## src/rtl/rt_stream_bridge_pkg.sv

```systemverilog
// Shared types and constants for the RT core host stream bridge.
// Contents: record widths, host word geometry, result field offsets, FSM state enums and a
// word-count helper used to size the ray assembler.
package rt_stream_bridge_pkg;

  localparam int unsigned RAY_WIDTH       = 200;
  localparam int unsigned RESULT_WIDTH    = 97;
  localparam int unsigned CNT_WIDTH       = 16;
  localparam int unsigned HOST_WORD_WIDTH = 32;
  localparam int unsigned RESULT_WORDS    = 4;

  // Result record layout: bit 0 = hit, then three 32-bit fields packed upward.
  localparam int unsigned RESULT_HIT_BIT  = 0;
  localparam int unsigned RESULT_F0_LSB   = 1;
  localparam int unsigned RESULT_F1_LSB   = 33;
  localparam int unsigned RESULT_F2_LSB   = 65;

  // Ray record: host word k lands at bits [32*k +: 32], little-endian word order.
  localparam int unsigned RAY_WORD0_LSB   = 0;

  typedef enum logic {RayCollect, RaySend} ray_state_e;
  typedef enum logic {ResIdle, ResEmit} res_state_e;

  function automatic int unsigned num_words(input int unsigned width);
    return (width + HOST_WORD_WIDTH - 1) / HOST_WORD_WIDTH;
  endfunction

endpackage

```

## src/rtl/rt_result_serializer.sv

```systemverilog
// Result path of the stream bridge: pops one result record from the core's result stream and
// emits it to the host as four 32-bit words.
// Ports:
//   clk, rst                  clock, synchronous active-high reset
//   result_stream_empty_n     core has a result (dout valid while high)
//   result_stream_read        pop request (registered, forced low during rst)
//   result_stream_dout        result record
//   host_out_valid/ready      host word handshake
//   host_out_data             result word
//   host_out_last             high on word 3
module rt_result_serializer
  import rt_stream_bridge_pkg::*;
#(
  parameter int unsigned RESULT_WIDTH = rt_stream_bridge_pkg::RESULT_WIDTH
) (
  input  logic                    clk,
  input  logic                    rst,
  input  logic                    result_stream_empty_n,
  output logic                    result_stream_read,
  input  logic [RESULT_WIDTH-1:0] result_stream_dout,
  output logic                    host_out_valid,
  input  logic                    host_out_ready,
  output logic [31:0]             host_out_data,
  output logic                    host_out_last
);

  res_state_e              state_q;
  logic [1:0]              wi_q;
  logic [RESULT_WIDTH-1:0] rec_q;
  logic                    read_q;
  logic                    valid_q;
  logic [31:0]             data_q;
  logic                    last_q;

  // Word 0 carries the hit flag; the fields are zeroed on a miss.
  function automatic logic [31:0] result_word(input logic [RESULT_WIDTH-1:0] rec,
                                               input logic [1:0]              k);
    logic [31:0] w;
    w = '0;
    case (k)
      2'd0: w = {31'b0, rec[RESULT_HIT_BIT]};
      2'd1: w = rec[RESULT_HIT_BIT] ? rec[RESULT_F0_LSB +: 32] : 32'h0;
      2'd2: w = rec[RESULT_HIT_BIT] ? rec[RESULT_F1_LSB +: 32] : 32'h0;
      default: w = rec[RESULT_HIT_BIT] ? rec[RESULT_F2_LSB +: 32] : 32'h0;
    endcase
    return w;
  endfunction

  always_ff @(posedge clk) begin
    if (rst) begin
      state_q <= ResIdle;
      wi_q    <= '0;
      rec_q   <= '0;
      read_q  <= 1'b0;
      valid_q <= 1'b0;
      data_q  <= '0;
      last_q  <= 1'b0;
    end else begin
      case (state_q)
        ResIdle: begin
          if (read_q && result_stream_empty_n) begin
            rec_q   <= result_stream_dout;
            wi_q    <= 2'd0;
            state_q <= ResEmit;
            read_q  <= 1'b0;
            valid_q <= 1'b1;
            data_q  <= result_word(result_stream_dout, 2'd0);
            last_q  <= 1'b0;
          end else begin
            read_q <= 1'b1;
          end
        end
        ResEmit: begin
          if (host_out_ready) begin
            if (wi_q == 2'd3) begin
              state_q <= ResIdle;
              valid_q <= 1'b0;
              last_q  <= 1'b0;
              read_q  <= 1'b1;
            end else begin
              wi_q   <= wi_q + 2'd1;
              data_q <= result_word(rec_q, wi_q + 2'd1);
              last_q <= (wi_q == 2'd2);
            end
          end
        end
        default: state_q <= ResIdle;
      endcase
    end
  end

  // Handshake outputs are masked during rst so no pop or word transfer happens in that cycle.
  assign result_stream_read = read_q && !rst;
  assign host_out_valid     = valid_q && !rst;
  assign host_out_data      = data_q;
  assign host_out_last      = last_q;

endmodule

```

## src/rtl/rt_stream_bridge.sv

```systemverilog
// Host-side bridge for the RT core streams.
// Ray path: assembles NW host words into one ray and pushes it on the core ray stream.
// Result path: pops core results and serializes them into four host words.
// Also tracks rays in flight and flags result pops with nothing outstanding.
// Ports:
//   clk, rst                          clock, synchronous active-high reset
//   host_in_valid/ready/data          32-bit ray words from the host
//   ray_stream_write/full_n/din       producer side of the core ray stream
//   result_stream_empty_n/read/dout   consumer side of the core result stream
//   host_out_valid/ready/data/last    32-bit result words to the host
//   in_flight                         rays sent minus results popped
//   err_underflow                     sticky: result popped with in_flight == 0
module rt_stream_bridge
  import rt_stream_bridge_pkg::*;
#(
  parameter int unsigned RAY_WIDTH    = rt_stream_bridge_pkg::RAY_WIDTH,
  parameter int unsigned RESULT_WIDTH = rt_stream_bridge_pkg::RESULT_WIDTH,
  parameter int unsigned CNT_WIDTH    = rt_stream_bridge_pkg::CNT_WIDTH
) (
  input  logic                    clk,
  input  logic                    rst,
  input  logic                    host_in_valid,
  output logic                    host_in_ready,
  input  logic [31:0]             host_in_data,
  output logic                    ray_stream_write,
  input  logic                    ray_stream_full_n,
  output logic [RAY_WIDTH-1:0]    ray_stream_din,
  input  logic                    result_stream_empty_n,
  output logic                    result_stream_read,
  input  logic [RESULT_WIDTH-1:0] result_stream_dout,
  output logic                    host_out_valid,
  input  logic                    host_out_ready,
  output logic [31:0]             host_out_data,
  output logic                    host_out_last,
  output logic [CNT_WIDTH-1:0]    in_flight,
  output logic                    err_underflow
);

  localparam int unsigned NW        = num_words(RAY_WIDTH);
  localparam int unsigned WI_W      = (NW > 1) ? $clog2(NW) : 1;
  // Bits of the final host word that fit in the ray; the rest are dropped.
  localparam int unsigned LAST_BITS = RAY_WIDTH - HOST_WORD_WIDTH * (NW - 1);

  // ---------------------------------------------------------------------------------------
  // Ray assembler
  // ---------------------------------------------------------------------------------------
  ray_state_e                            ray_state_q;
  logic [WI_W-1:0]                       wi_q;
  logic [NW-2:0][HOST_WORD_WIDTH-1:0]    full_words_q;
  logic [LAST_BITS-1:0]                  last_word_q;
  logic                                  in_ready_q;
  logic                                  write_q;

  always_ff @(posedge clk) begin
    if (rst) begin
      ray_state_q  <= RayCollect;
      wi_q         <= '0;
      full_words_q <= '0;
      last_word_q  <= '0;
      in_ready_q   <= 1'b0;
      write_q      <= 1'b0;
    end else begin
      case (ray_state_q)
        RayCollect: begin
          in_ready_q <= 1'b1;
          if (in_ready_q && host_in_valid) begin
            if (wi_q == WI_W'(NW - 1)) begin
              last_word_q <= host_in_data[LAST_BITS-1:0];
              wi_q        <= '0;
              ray_state_q <= RaySend;
              in_ready_q  <= 1'b0;
              write_q     <= 1'b1;
            end else begin
              full_words_q[wi_q] <= host_in_data;
              wi_q               <= wi_q + WI_W'(1);
            end
          end
        end
        RaySend: begin
          // din is the assembly register itself, so it holds until the core takes it.
          if (ray_stream_full_n) begin
            ray_state_q <= RayCollect;
            write_q     <= 1'b0;
            in_ready_q  <= 1'b1;
          end
        end
        default: ray_state_q <= RayCollect;
      endcase
    end
  end

  assign host_in_ready    = in_ready_q && !rst;
  assign ray_stream_write = write_q && !rst;
  assign ray_stream_din   = {last_word_q, full_words_q};

  // ---------------------------------------------------------------------------------------
  // Result serializer
  // ---------------------------------------------------------------------------------------
  rt_result_serializer #(
    .RESULT_WIDTH (RESULT_WIDTH)
  ) u_result_serializer (
    .clk                   (clk),
    .rst                   (rst),
    .result_stream_empty_n (result_stream_empty_n),
    .result_stream_read    (result_stream_read),
    .result_stream_dout    (result_stream_dout),
    .host_out_valid        (host_out_valid),
    .host_out_ready        (host_out_ready),
    .host_out_data         (host_out_data),
    .host_out_last         (host_out_last)
  );

  // ---------------------------------------------------------------------------------------
  // In-flight tracking
  // ---------------------------------------------------------------------------------------
  logic                 ray_xfer;
  logic                 res_pop;
  logic [CNT_WIDTH-1:0] in_flight_q;
  logic                 err_q;

  assign ray_xfer = ray_stream_write && ray_stream_full_n;
  assign res_pop  = result_stream_read && result_stream_empty_n;

  always_ff @(posedge clk) begin
    if (rst) begin
      in_flight_q <= '0;
      err_q       <= 1'b0;
    end else begin
      case ({ray_xfer, res_pop})
        2'b10: in_flight_q <= in_flight_q + CNT_WIDTH'(1);
        2'b01: begin
          if (in_flight_q == '0) begin
            err_q <= 1'b1;
          end else begin
            in_flight_q <= in_flight_q - CNT_WIDTH'(1);
          end
        end
        default: ;
      endcase
    end
  end

  assign in_flight     = in_flight_q;
  assign err_underflow = err_q;

endmodule

```

## config.mk

```make
export PLATFORM = sky130hd
export DESIGN_NAME = rt_stream_bridge
export DESIGN_NICKNAME = d
export VERILOG_FILES = /design/src/rtl/rt_stream_bridge_pkg.sv /design/src/rtl/rt_result_serializer.sv /design/src/rtl/rt_stream_bridge.sv
export SDC_FILE = /design/constraint.sdc
export NUM_CORES = 1
export LEC_CHECK = 0
export CAP_MARGIN = 20
export CORE_UTILIZATION = 40
export CTS_CLUSTER_SIZE = 24
export DETAILED_ROUTE_END_ITERATION = 16
export DONT_BUFFER_PORTS = 1
export GPL_TIMING_DRIVEN = 0
export HOLD_SLACK_MARGIN = 0.02
export PLACE_DENSITY = 0.6
export SYNTH_ARGS = -nofsm -noshare
export SYNTH_HDL_FRONTEND = slang
export SYNTH_HIERARCHICAL = 1
export SYNTH_SLANG_ARGS = --single-unit
```

## constraint.sdc

```tcl
create_clock -name clk -period 3.6 [get_ports clk]
set_clock_uncertainty 0.15 [all_clocks]
set_input_delay 0.36 -clock clk [delete_from_list [all_inputs] [get_ports clk]]
set_output_delay 0.36 -clock clk [all_outputs]
set_load 0.02 [all_outputs]
```

### After elaboration in Yosys (flattened, before gate mapping)

Cells that the tools add are included.

| word-level totals | value |
|---|---|
| output and inout port bits | 254 |
| word-level logic and storage cells | 114 |
| flip-flop bits (word level) | 358 |

| operators by class | value |
|---|---|
| equality and inequality tests | 15 |
| multiplexer cells | 46 |
| reductions and logical operators | 24 |
| bitwise logic cells | 3 |
| order comparisons | 2 |
| $add $sub $neg | 4 |

Operator list:

| cell | count |
|---|---|
| $mux W32 | 7 |
| $bwmux W192 | 1 |
| $demux W32 S3 | 1 |
| $pmux W32 S3 | 1 |
| $pmux W32 S2 | 1 |
| $pmux W16 S2 | 1 |
| $mux W1 | 21 |
| $add A16 B1 Y16 const B | 1 |
| $logic_not A16 Y1 | 1 |
| $mux W16 | 1 |
| $sub A16 B1 Y16 const B | 1 |
| $reduce_and A3 Y1 | 5 |
| $ne A2 B2 Y1 const B | 7 |
| $pmux W1 S2 | 7 |
| $reduce_and A2 Y1 | 6 |
| $logic_and A1 B1 Y1 | 9 |
| $eq A2 B2 Y1 const B | 4 |
| $mux W2 | 3 |
| $eq A2 B1 Y1 const B | 2 |
| $lt A3 B4 Y1 const B | 1 |
| $pmux W2 S2 | 1 |
| $add A3 B1 Y3 const B | 1 |
| $eq A3 B3 Y1 const B | 1 |
| $ge A3 B1 Y1 const B | 1 |
| 7 further kinds | 9 |

### Longest topological paths before layout

| depth | value |
|---|---|
| depth after elaboration | 6 |
| depth in mapped cells | 13 |

### By module

Netlist, hierarchy kept.

By module, submodules not included:

| module | cells each | area an instance (um2) | times used |
|---|---|---|---|
| rt_stream_bridge | 1055 | 8298.0 | 1 |
| rt_result_serializer | 652 | 5418.9 | 1 |

### Worst setup path after synthesis

OpenSTA, ideal clock, no wires.

| timing | value |
|---|---|
| path kind | input-to-reg |
| from | input port rst |
| to | register in_flight_q[8] (netlist: in_flight[8]) |
| library setup time | 0.121 ns |
| slack | 0.149 ns |
| buffers on the path | 3 |
| data arrival time | 3.179 ns |
| cell stages on the path | 13 |
| path through | clkbuf_1 > buf_2 > nor2b_1 > and2_1 > buf_1 > nand2_1 > xnor2_1 > ha_1 > nor3_1 > nor3_1 > or4_2 > a21oi_2 > mux2_4 |

| between the ends | value |
|---|---|
| word-level cells in the longest chain between the ends | 6 |
| elaborated cells between the ends (all ways) | 11 |

Ends and longest elaborated chain:

| item | RTL line | RTL |
|---|---|---|
| start, declared | rt_stream_bridge.sv:21 | `input logic rst,` |
| $logic_not A1 Y1 * | rt_result_serializer.sv:93 | `assign result_stream_read = read_q && !rst;` |
| $logic_and A1 B1 Y1 * | rt_result_serializer.sv:93 |  |
| named net result_stream_read | rt_stream_bridge.sv:29 | `output logic result_stream_read,` |
| $logic_and A1 B1 Y1 * | rt_stream_bridge.sv:122 | `assign res_pop = result_stream_read && result_stream_empty_n;` |
| $eq A2 B1 Y1 / $eq A2 B2 Y1 (equally long branches) | rt_stream_bridge.sv:129 | `case ({ray_xfer, res_pop})` |
| $ne A2 B2 Y1 (no source line) / $reduce_bool A2 Y1 (equally long branches) | -- |  |
| $reduce_and A2 Y1 (no source line) | -- |  |
| end signal, assigned | rt_stream_bridge.sv:130 | `2'b10: in_flight_q <= in_flight_q + CNT_WIDTH'(1);` |
| end signal, assigned | rt_stream_bridge.sv:135 | `in_flight_q <= in_flight_q - CNT_WIDTH'(1);` |
| end, declared | rt_stream_bridge.sv:118 | `logic [CNT_WIDTH-1:0] in_flight_q;` |

Mark *: on every way through the listed nets, which the timed path passes. The rest lies on a longest branch.
A chain may end at the register's enable or synchronous reset.

### Worst setup path in the final report

| timing | value |
|---|---|
| from | register u_result_serializer.read_q |
| to | register in_flight_q[8] (netlist: in_flight[8]) |

| between the ends | value |
|---|---|
| word-level cells in the longest chain between the ends | 5 |
| elaborated cells between the ends (all ways) | 8 |

Ends and longest elaborated chain:

| item | RTL line | RTL |
|---|---|---|
| start, declared | rt_result_serializer.sv:30 | `logic read_q;` |
| start signal, assigned | rt_result_serializer.sv:54 | `read_q <= 1'b0;` |
| start signal, assigned | rt_result_serializer.sv:65 | `read_q <= 1'b0;` |
| start signal, assigned | rt_result_serializer.sv:70 | `read_q <= 1'b1;` |
| $logic_and A1 B1 Y1 * | rt_result_serializer.sv:93 |  |
| named net result_stream_read | rt_stream_bridge.sv:29 |  |
| $logic_and A1 B1 Y1 * | rt_stream_bridge.sv:122 |  |
| $eq A2 B1 Y1 / $eq A2 B2 Y1 (equally long branches) | rt_stream_bridge.sv:129 |  |
| $ne A2 B2 Y1 (no source line) / $reduce_bool A2 Y1 (equally long branches) | -- |  |
| $reduce_and A2 Y1 (no source line) | -- |  |

Marks and branches as above.

==> out/results.ini <==
[clock_network]
cts_tree = yes
clock-root-buffer = clkbuf_16
clkLatencyLatePin_ns = 0.52
path_clk_slew_ns = 0.06
cts_sinks = 358
htreeDepth = 2
cts.path.max_buffers = 3
cts_buffers = 39
cts_setup_buffers = 0

[yosys]
yosys.area_share.simple_pct = 22.07
synth_top_cell_by_area = dfxtp_1
syn_area_um2 = 13720
synth_warnings = 6
synth-compound-area-share_pct = 19.28
synth_top_area_share_pct = 52.25
avgSynthCellArea_um2 = 8.036
synth-seq-cells = 358
async_flop_share_pct = 0
yosysSeqAreaShare_pct = 52.25
synthDistinctLibCells = 52
synth_fa_ha_area_share_pct = 0.5473
synth_edf_count = 0
syn_inst = 1707
muxShareOfSynthArea_pct = 1.177
synth_flop_cell = dfxtp_1
synth_xor_area_share_pct = 0.1277
synth_top_family_by_area = simple AND/OR/NAND/NOR gates
synth_nets = 1848
synth.area.top_cells = dfxtp_1 52%, nand2_1 18%, a21oi_1 11%

[floorplan]
die_y_um = 187.2
die_w_um = 187.2
io_pins = 389
start_util_pct = 40.80
coreArea_um2 = 33620
die_area_um2 = 35040
rows = 67

[global_routing]
track_usage_pct = 26.10
grt_max_degree = 14
antenna_found_initial = 3
first_global_vias = 11887
grt_pass1_wl_um = 71010
grt.overflow.total = 0

[setup_path]
worstRegToRegCells = 11
path_cells = nor2b_4 -> and2_1 -> buf_1 -> nand2_2 -> xnor2_1 -> ha_1 -> nor3_1 -> nor3_1 -> or4_2 -> a21oi_2 -> mux2_4
critical_path_class = reg -> reg
cp_slowest_cell = or4_2
arrival_ns = 3.53
critical_path.max_fanout = 8
critPathLaunchType = flip-flop
required_ns = 3.85
slowest_delay_ns = 0.56
end_kind = flip-flop
ff2ff_setup_slack_ns = 0.32
cpMostUsedCell = nor3_1
r2r-end = in_flight[8]$_SDFFE_PP0P_
timing.rr.start = u_result_serializer/read_q$_SDFFE_PP0P_

[routing]
viasPerCell = 5.482
finalWirelength_um = 47790
drc = 0
first_pass_iters = 6
ant_nets = 0
drt_iter0_markers = 862
num_vias = 12909
wl_per_cell_um = 20.29

[layout]
drive_gt1_share_pct = 6.978
layout.area.seq_um2 = 7167
stdcell_area_um2 = 16870
area_growth_pct = 22.98
filler_cell_count = 3162
nNetsFinal = 2020
most-common-layout-cells = 639 x nand2_1, 358 x dfxtp_1, 315 x a21oi_1
final_cell_count_no_fill = 2355
final_common_cell = nand2_1
multi_input_area_um2 = 5936
final_util_pct = 50.18

[placed_design]
dp_hpwl_um = 33880
io_buffers = 0
dp_slack_ns = -0.5504
place_congestion = 0.8916
dpl_cell_area_um2 = 14280
dp_cells = 2155

[run_status]
outcome = finished clean

[sta]
hold_violations = 0
tightest_slew_ns = 1.075
grt_setup_unrepaired = false
fmax_mhz = 305.1
slew_headroom_pct = 27.67
drv_slew = 0
fin_crit_ns = 3.278
setup_viol = 0
finalCritPeriodShare_pct = 91.05
setup_slack_ns = 0.3221

[power]
powerDensity_nw_per_um2 = 517.9
report.power.total_mw = 8.736
p_leak_nw = 5.695
vdd_drop_max_mv = 0.3591

[hold_path]
min_from = host_out_ready
whs_endpoint = u_result_serializer/wi_q[1]$_SDFFE_PP0P_
hp-class = in -> reg
whs_path_depth = 3

[run]
max_cap_viol_count = 0

critical path, delay by kind of cell, from the launching register on:
family / cells / cell delay, ns
flops: 1 / 0.37
buf+inv: 1 / 0.24
compound gates: 1 / 0.18
fa+ha+maj: 1 / 0.24
simple gates: 6 / 1.50
mux: 1 / 0.30
xor+xnor: 1 / 0.17
cell families after synthesis:
| kind of cell | Yosys count |
|---|---|
| adder cells (fa/ha/maj) | 6 |
| AO/OA/AOI/OAI | 441 |
| flip-flops | 358 |
| AND/OR/NAND/NOR | 747 |
| multiplexers | 12 |
| buffers and inverters | 141 |
| XOR/XNOR | 2 |
report_power, final:
group          internal (mW)  switching [mW]
sequential              4.05          0.0915
combinational          0.232           0.395
clock                   2.39            1.58
total                   6.67            2.07
registers in the layout, summed over array words and instances (netlist names):
signal                             count
err_underflow                          1
in_flight                             16
in_ready_q                             1
last_word_q                            8
ray_state_q                            1
ray_stream_din                       192
u_result_serializer/host_out_data     32
u_result_serializer/host_out_last      1
u_result_serializer/read_q             1
u_result_serializer/rec_q             97
u_result_serializer/state_q            1
u_result_serializer/valid_q            1
u_result_serializer/wi_q               2
wi_q                                   3
write_q                                1
per-stage QoR:
| step | hold WS, ns | TNS [ns] |
|---|---|---|
| after floorplan | 0.2817 | 0 |
| after global placement | 0.2908 | -2.569 |
| after detailed placement | 0.2947 | -2.383 |
| after CTS | 0.02730 | 0 |
| after global routing | 0.05314 | 0 |
| final | 0.05726 | 0 |
layout make-up:
class / count / share of cell area, %
Sequential cell: 358 / 42.49
Clock buffer: 59 / 6.713
Inverter: 9 / 0.2003
Antenna cell: 1 / 0.01483
Timing Repair Buffer: 131 / 7.773
Buffer: 132 / 3.501
Clock inverter: 9 / 0.8011
Multi-Input combinational cell: 1208 / 35.19
Tap cell: 448 / 3.323
worst max-delay path by stage:
| stage | startpoint | end | slack, ns | cells after the start |
|---|---|---|---|---|
| after global routing | u_result_serializer/read_q$_SDFFE_PP0P_ | in_flight[8]$_SDFFE_PP0P_ | 0.04 | 11 |
| after detailed placement | rst | in_flight[8]$_SDFFE_PP0P_ | -0.55 | 13 |
| after global placement | rst | in_flight[8]$_SDFFE_PP0P_ | -0.56 | 13 |
| after floorplan | rst | in_flight[8]$_SDFFE_PP0P_ | 0.15 | 13 |
| final | u_result_serializer/read_q$_SDFFE_PP0P_ | in_flight[8]$_SDFFE_PP0P_ | 0.32 | 11 |
| after CTS | u_result_serializer/read_q$_SDFFE_PP0P_ | in_flight[8]$_SDFFE_PP0P_ | 0.13 | 11 |
synth_stat cells, types with 8 or more instances:
cell      number
o32ai_2       10
a21oi_2        8
mux2_4         8
o32ai_1       21
o21ai_0       40
clkbuf_1      90
nand2_1      640
inv_1          9
nor3_1         8
dfxtp_1      358
nor2b_1       13
a21oi_1      315
nor2_1        28
nand3_1       11
a221o_1       31
buf_2         25
timing repair:
item / in CTS / in global routing
hold buffers: 131 / 0
endpoints found under the setup margin: 2 / 3
resized for setup: 1 / 2
endpoints found under the hold margin: 307 / 0
per-layer routing:
metal	share of wire, %	track usage (%)	wire [um]	up-vias
met3	9.8	7.730	4704	126
li1	-	-	-	6093
met1	40	32.44	19350	6095
met5	0.046	0	22	-
met4	4.4	11.70	2079	4
met2	45	41.68	21630	591
No activity file was read; power rests on OpenSTA's default activity.
